==> src/rtl/done_collector.sv <==
// Completion collector: sticky per-channel done flags against a per-instruction mask,
// one held allDone until ack. Optional COLLECT timeout via DONE_COLLECT_TIMEOUT_EN.
module done_collector #(
  parameter int unsigned NUM_CH      = 4,
  parameter int unsigned TIMEOUT_CYC = 200
) (
  input  logic              clk,
  input  logic              reset,
  input  logic              start,
  input  logic [NUM_CH-1:0] chanMask,
  input  logic [NUM_CH-1:0] chanDone,
  input  logic              ack,
  output logic              allDone,
  output logic              busy,
  output logic [NUM_CH-1:0] pendingMask,
  output logic              timeoutErr,
  output logic [7:0]        instrCount
);

  localparam logic [1:0] StIdle    = 2'd0;
  localparam logic [1:0] StCollect = 2'd1;
  localparam logic [1:0] StDone    = 2'd2;

  logic [1:0]        stateQ, stateD;
  logic [NUM_CH-1:0] pendQ, pendD;
  logic [7:0]        cntQ, cntD;
  logic              allDoneQ, busyQ;

  logic [NUM_CH-1:0] loadMask;
  logic [NUM_CH-1:0] collectMask;
  logic              timeoutHit;

  // A done seen in the same cycle as start already counts.
  assign loadMask    = chanMask & ~chanDone;
  assign collectMask = pendQ & ~chanDone;

  always_comb begin
    stateD = stateQ;
    pendD  = pendQ;
    cntD   = cntQ;
    case (stateQ)
      StIdle: begin
        if (start) begin
          pendD  = loadMask;
          stateD = (loadMask == '0) ? StDone : StCollect;
        end
      end
      StCollect: begin
        pendD = collectMask;
        if (collectMask == '0) begin
          stateD = StDone;
        end else if (timeoutHit) begin
          // pendingMask stays frozen on the channels that never reported.
          stateD = StDone;
        end
      end
      StDone: begin
        if (ack) begin
          cntD = cntQ + 8'd1;
          if (start) begin
            pendD  = loadMask;
            stateD = (loadMask == '0) ? StDone : StCollect;
          end else begin
            pendD  = '0;
            stateD = StIdle;
          end
        end
      end
      default: begin
        pendD  = '0;
        stateD = StIdle;
      end
    endcase
  end

  always_ff @(posedge clk) begin
    if (reset) begin
      stateQ   <= StIdle;
      pendQ    <= '0;
      cntQ     <= '0;
      allDoneQ <= 1'b0;
      busyQ    <= 1'b0;
    end else begin
      stateQ   <= stateD;
      pendQ    <= pendD;
      cntQ     <= cntD;
      allDoneQ <= (stateD == StDone);
      busyQ    <= (stateD == StCollect);
    end
  end

`ifdef DONE_COLLECT_TIMEOUT_EN
  localparam int unsigned TmrW = (TIMEOUT_CYC > 1) ? $clog2(TIMEOUT_CYC) : 1;

  logic [TmrW-1:0] tmrQ;
  logic            errQ;

  assign timeoutHit = (tmrQ == TmrW'(TIMEOUT_CYC - 1));

  // Counter sits at zero outside COLLECT, so it starts fresh on every entry.
  always_ff @(posedge clk) begin
    if (reset) begin
      tmrQ <= '0;
      errQ <= 1'b0;
    end else begin
      if (stateQ == StCollect) begin
        tmrQ <= tmrQ + TmrW'(1);
      end else begin
        tmrQ <= '0;
      end
      if (stateQ == StCollect && collectMask != '0 && timeoutHit) begin
        errQ <= 1'b1;
      end else if (stateQ == StDone && ack) begin
        errQ <= 1'b0;
      end
    end
  end

  assign timeoutErr = errQ;
`else
  assign timeoutHit = 1'b0;
  assign timeoutErr = 1'b0;
`endif

  assign allDone     = allDoneQ;
  assign busy        = busyQ;
  assign pendingMask = pendQ;
  assign instrCount  = cntQ;

endmodule

==> config.mk <==
export PLATFORM = sky130hd
export DESIGN_NAME = done_collector
export DESIGN_NICKNAME = d
export VERILOG_FILES = /design/src/rtl/done_collector.sv
export SDC_FILE = /design/constraint.sdc
export NUM_CORES = 1
export LEC_CHECK = 0
export CAP_MARGIN = 15
export CORE_ASPECT_RATIO = 0.75
export CORE_MARGIN = 2
export CORE_UTILIZATION = 42
export CTS_BUF_LIST = sky130_fd_sc_hd__clkbuf_4
export DETAILED_ROUTE_END_ITERATION = 6
export GPL_ROUTABILITY_DRIVEN = 0
export GPL_TIMING_DRIVEN = 0
export PLACE_DENSITY = 0.81
export SLEW_MARGIN = 20
export SYNTH_ARGS = -nofsm -noshare
export SYNTH_HDL_FRONTEND = slang
export SYNTH_SLANG_ARGS = --single-unit
==> constraint.sdc <==
create_clock -name clk -period 2.7 [get_ports clk]
set_input_delay 0.405 -clock clk [delete_from_list [all_inputs] [get_ports clk]]
set_output_delay 0.405 -clock clk [all_outputs]
set_load 0.02 [all_outputs]
==> flow_summary.ini, run 1 <==
[yosys]
yosysMostFrequentCell = dfxtp_1
yosysUniqueCellTypes = 33
synthesis.yosys.warnings = 0
synth_top_cells_by_count = dfxtp_1 (16), nor2_1 (8), nor2b_1 (6), o31ai_1 (6), nand2_1 (5)
yosys.area.top_type = dfxtp_1
synth_cells = 86
synth.area.top_cells = dfxtp_1 (40%), o31ai_1 (5.6%), nor2b_1 (4.7%), a22oi_1 (3.7%), nor2_1 (3.7%)
postSynth.asyncResetShare = 0
ys_seq_area_frac = 0.397
syn_area_um2 = 807
synth_seq_cells = 16
synth_top_area_share = 0.397
synth-edff-count = 0
synth_fp_nets = 99
synth_area_per_cell_um2 = 9.38
synth_top_flop_cell = dfxtp_1

[timing]
drv_slew = 0
setup_viol = 0
fin_tns_setup_ps = 0
rsz0062_at_grt = no
finalWorstSetupSlack_ps = 942
fmax_mhz = 569
report.final.hold_viol_count = 0
finalCritPeriodShare = 0.651
post-route-min-period_ps = 1760
fin_skew_ps = 1.52

[power]
power_leakage_nw = 0.417
vdd.ir_drop.worst_mv = 0.318
switchingPower_mw = 0.128
swShare = 0.267
pwr-share-comb = 0.218
power_mw = 0.478
clkPwrFrac = 0.248
p_seq_frac = 0.533
p_per_area_nw_per_um2 = 432
p_int_mw = 0.351

[critical_path]
critPathCaptureType = output port
critPathKind = register to output port
critPathMaxStageDelay_ps = 650
critical_path.slowest_cell = clkdlybuf4s50_1
critPathTopFamily = buffers and inverters
crit_chain = clkdlybuf4s50_1
crit_path_start_kind = register
critPathBufInv = 1
required_ps = 2300
cp.arrival_ps = 1350
path_max_fanout = 5

[global_routing]
grt_usage = 0.167
grt-ovfl-total = 0
grt_max_degree = 11
grt_first_pass_wirelength_um = 2820
grt_pass1_vias = 643
antenna_found_initial = 0

[clock_tree]
clkLatencyLatePin_ps = 280
cts_max_level = 1
cts_setup_buffers = 0
cts.sinks = 16
postCtsResizedCells = 0
cts_buffer_depth = 2
clockRootBuffer = clkbuf_4
cts_hold_buf = 0
cts_tree = done
cts_buffers = 3
clk_pin_slew_worst_paths_ps = 80

[place]
placedCellCount = 133
place_ws_ps = 839
numPortBuffers = 25
dp_hpwl_um = 1380

[cells_and_area]
fin_cells = 136
area_delta_synth_final_pct = 37.2
antennaDiodeCount = 0
utilization = 0.625
fillers = 156
nets = 129
drive_above_1_share = 0.0702

[floorplanning]
dieArea_um2 = 2290
fp-row-count = 13
core_area_um2 = 1770
ioPinCount = 27
start_util = 0.455
die_h_um = 42.0
die_x_um = 54.6

[drt]
drtIter0Drc = 17
firstDrtPassIters = 4
vias_per_cell = 5.21
vias = 708
drt-total-wl_um = 1720
drc = 0
ant_nets = 0
detail_route.wl_per_cell_um = 12.6

[job]
cap_violations = 0

[worst_hold_path]
hold_path_class = register to register

[run_status]
status = finished clean
## power by group through the flow
stage | Clock [mW] | Sequential [mW] | Combinational (mW)
after detailed placement | 0 | 0.261 | 0.104
final | 0.119 | 0.255 | 0.104
after floorplan | 0 | 0.268 | 0.0498
after global routing | 0.134 | 0.257 | 0.113
after global placement | 0 | 0.260 | 0.102
after CTS | 0.126 | 0.255 | 0.104
## area by class of cell
class	instances	area [um2]	area share
buffer	3	22.5	0.0203
clock buffer	3	22.5	0.0203
inverter	3	11.3	0.0102
multi-input combinational	64	453	0.409
sequential	16	320	0.289
tap	22	27.5	0.0249
timing repair buffer	25	250	0.226
## worst paths after layout
path | cells after the start | endpoint | slack (ps) | start
worst min register to register | 2 | pendingMask[0] | 500 | pendingMask[0]
worst max-delay path | 1 | instrCount[2] | 940 | instrCount[2]
worst max register to register | 4 | stateQ[0] | 1370 | pendingMask[3]
worst min-delay path | 2 | pendingMask[0] | 500 | pendingMask[0]
## flip-flops by register name, indices dropped and copies added (netlist names)
signal / cells
instrCount: 8
pendingMask: 4
stateQ: 2
allDone: 1
busy: 1
## per-stage QoR
step	hold WS, ps	cell area, um2
global placement	470	1080
global route	539	1110
floorplan	508	807
CTS	509	1110
finish	501	1110
detailed placement	494	1080
## cell usage in the layout (no fill, tap or decap), drive strengths merged, types with 3 or more instances in the layout
cell | Yosys | routed
clkbuf | 1 | 4
clkdlybuf4s50 | 0 | 25
dfxtp | 16 | 16
inv | 3 | 3
nor2 | 8 | 8
nand2 | 5 | 5
xor2 | 3 | 3
o21ai | 3 | 3
o31ai | 6 | 6
a21oi | 3 | 3
nor2b | 6 | 6
nand3 | 3 | 3
a22oi | 4 | 4
xnor2 | 3 | 3
## logic make-up after synthesis
kind of cell,after synthesis,synth area share
AND/OR/NAND/NOR,33,0.236
AO/OA/AOI/OAI,22,0.228
flip-flops,16,0.397
XOR/XNOR,6,0.0651
buffers and inverters,6,0.0419
adder cells (fa/ha/maj),1,0.0155
other,1,0.00465
multiplexers,1,0.0124
## layer usage
metal | global-route usage | part of all wire | vias to the layer above
li1 | - | - | 368
met1 | 0.233 | 0.48 | 325
met2 | 0.243 | 0.47 | 13
met3 | 0.0540 | 0.037 | 2
met4 | 0.0450 | 0.011 | 0
met5 | 0 | 0 | -
Power figures use the tool's default switching activity.
==> run 2, diff against run 1 <==
==> constraint.sdc (replaced) <==
create_clock -name clk -period 1.7 [get_ports clk]
set_input_delay 0.255 -clock clk [delete_from_list [all_inputs] [get_ports clk]]
set_output_delay 0.255 -clock clk [all_outputs]
set_load 0.02 [all_outputs]
==> results of run 2 <==
The final DEF is identical to that of run 1. Status: finished clean.
Main changes from that run: setup slack after placement 839 ps -> -11.1 ps; setup slack after layout 942 ps -> 92.2 ps; register-to-register setup slack 1370 ps -> 370 ps; total power 0.478 mW -> 0.760 mW; worst IR drop on VDD 0.318 mV -> 0.505 mV
==> run 3, diff against run 2 <==
==> constraint.sdc (replaced) <==
create_clock -name clk -period 1.7 [get_ports clk]
set_input_delay 0.255 -clock clk [delete_from_list [all_inputs] [get_ports clk]]
set_output_delay 0.255 -clock clk [all_outputs]
set_load 0.1 [all_outputs]
==> run 3 against run 2 <==
Non-clock buffer count unchanged. Final area up 1.4%. Clock power hardly changed. Hold slack lost 20 ps. Sequential share of layout area grew 0.50 points. Largest power group unchanged.
==> flow_summary.ini, run 3 (synthesis gave the netlist of run 1 again) <==
[critical_path]
critical_path.slowest_cell = clkdlybuf4s15_2
critPathBufInv = 1
path_max_fanout = 5
r2r.worst_path.cells = 4
r2r_start = pendingMask[3]
critPathKind = register to output port
required_ps = 1440
r2r_end = busy
cp.arrival_ps = 1280
critPathTopFamily = buffers and inverters
critPathMaxStageDelay_ps = 580
critPathCaptureType = output port
r2r_slack_ps = 350
crit_path_start_kind = register
crit_chain = clkdlybuf4s15_2

[timing]
fmax_mhz = 651
rsz0062_at_grt = no
relSlewSlack = 0.633
fin_tns_setup_ps = 0
post-route-min-period_ps = 1540
finalWorstSetupSlack_ps = 165
report.final.hold_viol_count = 0
fin_skew_ps = 1.25
holdWs_ps = 481
finalCritPeriodShare = 0.903
drv_slew = 0
setup_viol = 0
tightest_slew_ps = 553

[floorplanning]
die_h_um = 42.0
fp-row-count = 13
die_x_um = 54.6
dieArea_um2 = 2290
core_area_um2 = 1770
start_util = 0.455
ioPinCount = 27

[drt]
drtIter0Drc = 13
drc = 0
detail_route.wl_per_cell_um = 13.2
vias = 726
vias_per_cell = 5.34
firstDrtPassIters = 4
drt-total-wl_um = 1800
ant_nets = 0

[global_routing]
grt-ovfl-total = 0
grt_usage = 0.180
grt_first_pass_wirelength_um = 2920
grt_pass1_vias = 632
grt_max_degree = 11
antenna_found_initial = 0

[power]
pwr-share-comb = 0.286
vdd.ir_drop.worst_mv = 0.548
switchingPower_mw = 0.285
swShare = 0.340
clkPwrFrac = 0.228
p_int_mw = 0.552
p_per_area_nw_per_um2 = 746
power_mw = 0.837
p_seq_frac = 0.486
power_leakage_nw = 0.427

[worst_hold_path]
min_to = pendingMask[2]
min_path_cells = 2
hold_start = pendingMask[2]
hold_path_class = register to register

[cells_and_area]
fin_cells = 136
layout_commonest_cell = clkdlybuf4s15_2
largest_register_ffs = 8
final_cell_area_um2 = 1120
area_delta_synth_final_pct = 39.1
final_cell_mix = clkdlybuf4s15_2 (12), clkdlybuf4s50_1 (11), nor2_1 (8), dfxtp_1 (8), dfxtp_2 (8)
nets = 129
antennaDiodeCount = 0
utilization = 0.633
drive_above_1_share = 0.263

[place]
dp_hpwl_um = 1390
placedCellCount = 133
numPortBuffers = 25
postPlaceCellArea_um2 = 1090
place_ws_ps = -92.6

[run_status]
status = finished clean

[clock_tree]
cts_buffers = 3
cts_buffer_depth = 2
clockRootBuffer = clkbuf_4
cts_tree = done
clkLatencyLatePin_ps = 280
clk_pin_slew_worst_paths_ps = 80
cts.sinks = 16
cts_max_level = 1
cts_hold_buf = 0

[job]
cap_violations = 0
## run 3: cell type report
| type | instances | area [um2] |
|---|---|---|
| buffer | 3 | 22.5 |
| clock buffer | 3 | 22.5 |
| fill | 157 | 651 |
| inverter | 3 | 11.3 |
| multi-input combinational | 64 | 453 |
| sequential | 16 | 330 |
| tap | 22 | 27.5 |
| timing repair buffer | 25 | 255 |
## run 3: power by group through the flow
stage / Sequential [mW] / Combinational [mW] / Clock (mW)
final: 0.407 / 0.239 / 0.191
after floorplan: 0.498 / 0.0869 / 0
after global routing: 0.410 / 0.251 / 0.214
after CTS: 0.407 / 0.240 / 0.198
after global placement: 0.414 / 0.240 / 0
after detailed placement: 0.416 / 0.243 / 0
## run 3: how the worst max path moves through the flow
stage,start,cells past startpoint,end
2_1_floorplan,instrCount[4],4,instrCount[6]
3_3_place_gp,instrCount[4],1,instrCount[4]
3_5_place_dp,instrCount[4],1,instrCount[4]
4_1_cts,allDone,1,allDone
5_1_grt,instrCount[4],1,instrCount[4]
6_report,instrCount[4],1,instrCount[4]
## run 3: timing repair
action,4_1_cts,5_1_grt
setup buffers,0,0
setup endpoints to repair,14,2
hold endpoints to repair,0,0
resized for setup,38,4
## run 3: metal layers
| metal | vias to the layer above | share of wire | wire [um] | track usage |
|---|---|---|---|---|
| met5 | - | 0 | 0 | 0 |
| met4 | 0 | 0.011 | 19 | 0.0600 |
| met3 | 2 | 0.042 | 76 | 0.0647 |
| met2 | 18 | 0.46 | 821 | 0.250 |
| met1 | 337 | 0.49 | 882 | 0.253 |
| li1 | 369 | - | - | - |
==> patch (flow settings as in run 3) <==
Register the output `instrCount` once more; this adds one clock of latency there. The other outputs are not delayed to match.
--- a/src/rtl/done_collector.sv
+++ b/src/rtl/done_collector.sv
@@ -126,5 +126,7 @@
   assign busy        = busyQ;
   assign pendingMask = pendQ;
-  assign instrCount  = cntQ;
+  always_ff @(posedge clk) begin
+    instrCount <= cntQ;
+  end
 
 endmodule
Function: changed (a bounded check fails within 4 cycles, from zero or initial values and one cycle with reset high).
==> patch against run 3 <==
Sequential cell count up 8. Total power grew 30%. Area after synthesis up 20%. Hold slack lost 0.11 ns. First-iteration DRC count stayed put. Final area grew 15%. Setup slack worse by 0.048 ns. Wire length up 7.4%. Register-to-register slack better by 0.07 ns.
==> patch: results (changes against run 3) <==
Status
  – Status: complete, no violations (unchanged)

Logic synthesis
  – Syn nets: 107 (was 99)
  – Register area share after synthesis: 49.8% (was 39.7%)
  – Area contributors post-synth: dfxtp_1 (50%), o31ai_1 (4.7%), nor2b_1 (4.5%) (was dfxtp_1 (40%), o31ai_1 (5.6%), nor2b_1 (4.7%))
  – #FFs+latches synth: 24 (was 16)
  – Post-synth top cells: dfxtp_1 (24), nor2_1 (8), nor2b_1 (7) (was dfxtp_1 (16), nor2_1 (8), nor2b_1 (6), o31ai_1 (6), nand2_1 (5))
  – Post-synthesis compound-gate area fraction: 18.0% (was 22.8%)
  – Avg Cell Area, Syn: 10.3 um2 (was 9.38 um2)

Place
  – Detailed Place HPWL: 1.53 mm (was 1.39 mm)
  – Post-placement cell area: 1240 um2 (was 1090 um2)

Critical path
  – Reg-to-Reg End: stateQ[1] (was busy)
  – Worst path arrival time: 1.33 ns (was 1.28 ns)
  – Worst R2R Start: pendingMask[1] (was pendingMask[3])
  – R2R Setup Slk: 0.42 ns (was 0.35 ns)
  – Critical-path maximum fanout: 4 (was 5)

Cells and area
  – Fraction of area in registers: 37.3% (was 29.4%)
  – Layout cells sized above 1: 18.7% (was 26.3%)
  – Non-clk buf share: 22.5% (was 24.7%)

Die
  – Die area: 2700 um2 (was 2290 um2)

Global route
  – Total track usage: 16.5% (was 18.0%)
  – Number of global-route vias before repair: 670 (was 632)

Power and ir drop
  – Leakage: 0.000489 uW (was 0.000427 uW)
  – Worst VDD drop: 0.458 mV (was 0.548 mV)

Route
  – Routed WL: 1.93 mm (was 1.80 mm)

Clock network
  – Clk_lat worst skew: 0.32 ns (was 0.28 ns)
patch: cell types whose count changed in the layout (fill, tap and decap cells not counted), moves of 2 or more:
cell / before / now
o41ai_1: 2 / 0
dfxtp_2: 8 / 0
clkbuf_2: 2 / 0
o22ai_1: 0 / 2
clkdlybuf4s15_2: 12 / 14
dfxtp_1: 8 / 24
patch: routing by layer:
layer	part of all wire [%]	vias up	wire, um	GRT usage, %
met5	0	-	0	0
met4	1.8	0	35	6.82
met3	4.5	4	87	5.97
met2	46	23	896	24.4
met1	47	332	914	21.9
li1	-	393	-	-
patch: how the worst min path moves through the flow:
stage / startpoint / slack (ns) / endpoint / cells past startpoint
final: cntQ[7] / 0.37 / instrCount[7] / 0
after global routing: cntQ[7] / 0.39 / instrCount[7] / 0
after CTS: cntQ[7] / 0.38 / instrCount[7] / 0
after detailed placement: cntQ[7] / 0.36 / instrCount[7] / 0
after global placement: cntQ[7] / 0.35 / instrCount[7] / 0
after floorplan: cntQ[7] / 0.35 / instrCount[7] / 0
patch: power groups by stage:
stage / registers, uW / logic [uW] / clock network (uW)
2_1_floorplan: 690 / 88.8 / 0
3_3_place_gp: 606 / 241 / 0
3_5_place_dp: 607 / 246 / 0
4_1_cts: 595 / 243 / 254
5_1_grt: 597 / 257 / 282
6_report: 595 / 243 / 247
patch: stage by stage:
stage	hold WS [ns]	setup WS (ns)	util [%]
global route	0.391	0.0676	61.8
CTS	0.377	0.126	61.8
global placement	0.354	-0.0879	59.7
floorplan	0.350	0.0732	-
finish	0.375	0.117	61.8
detailed placement	0.361	-0.0922	59.7
patch: timing repair:
action / CTS / global route
resized for setup: 42 / 0
buffers inserted: 0 / 0
setup endpoints to repair: 14 / 0
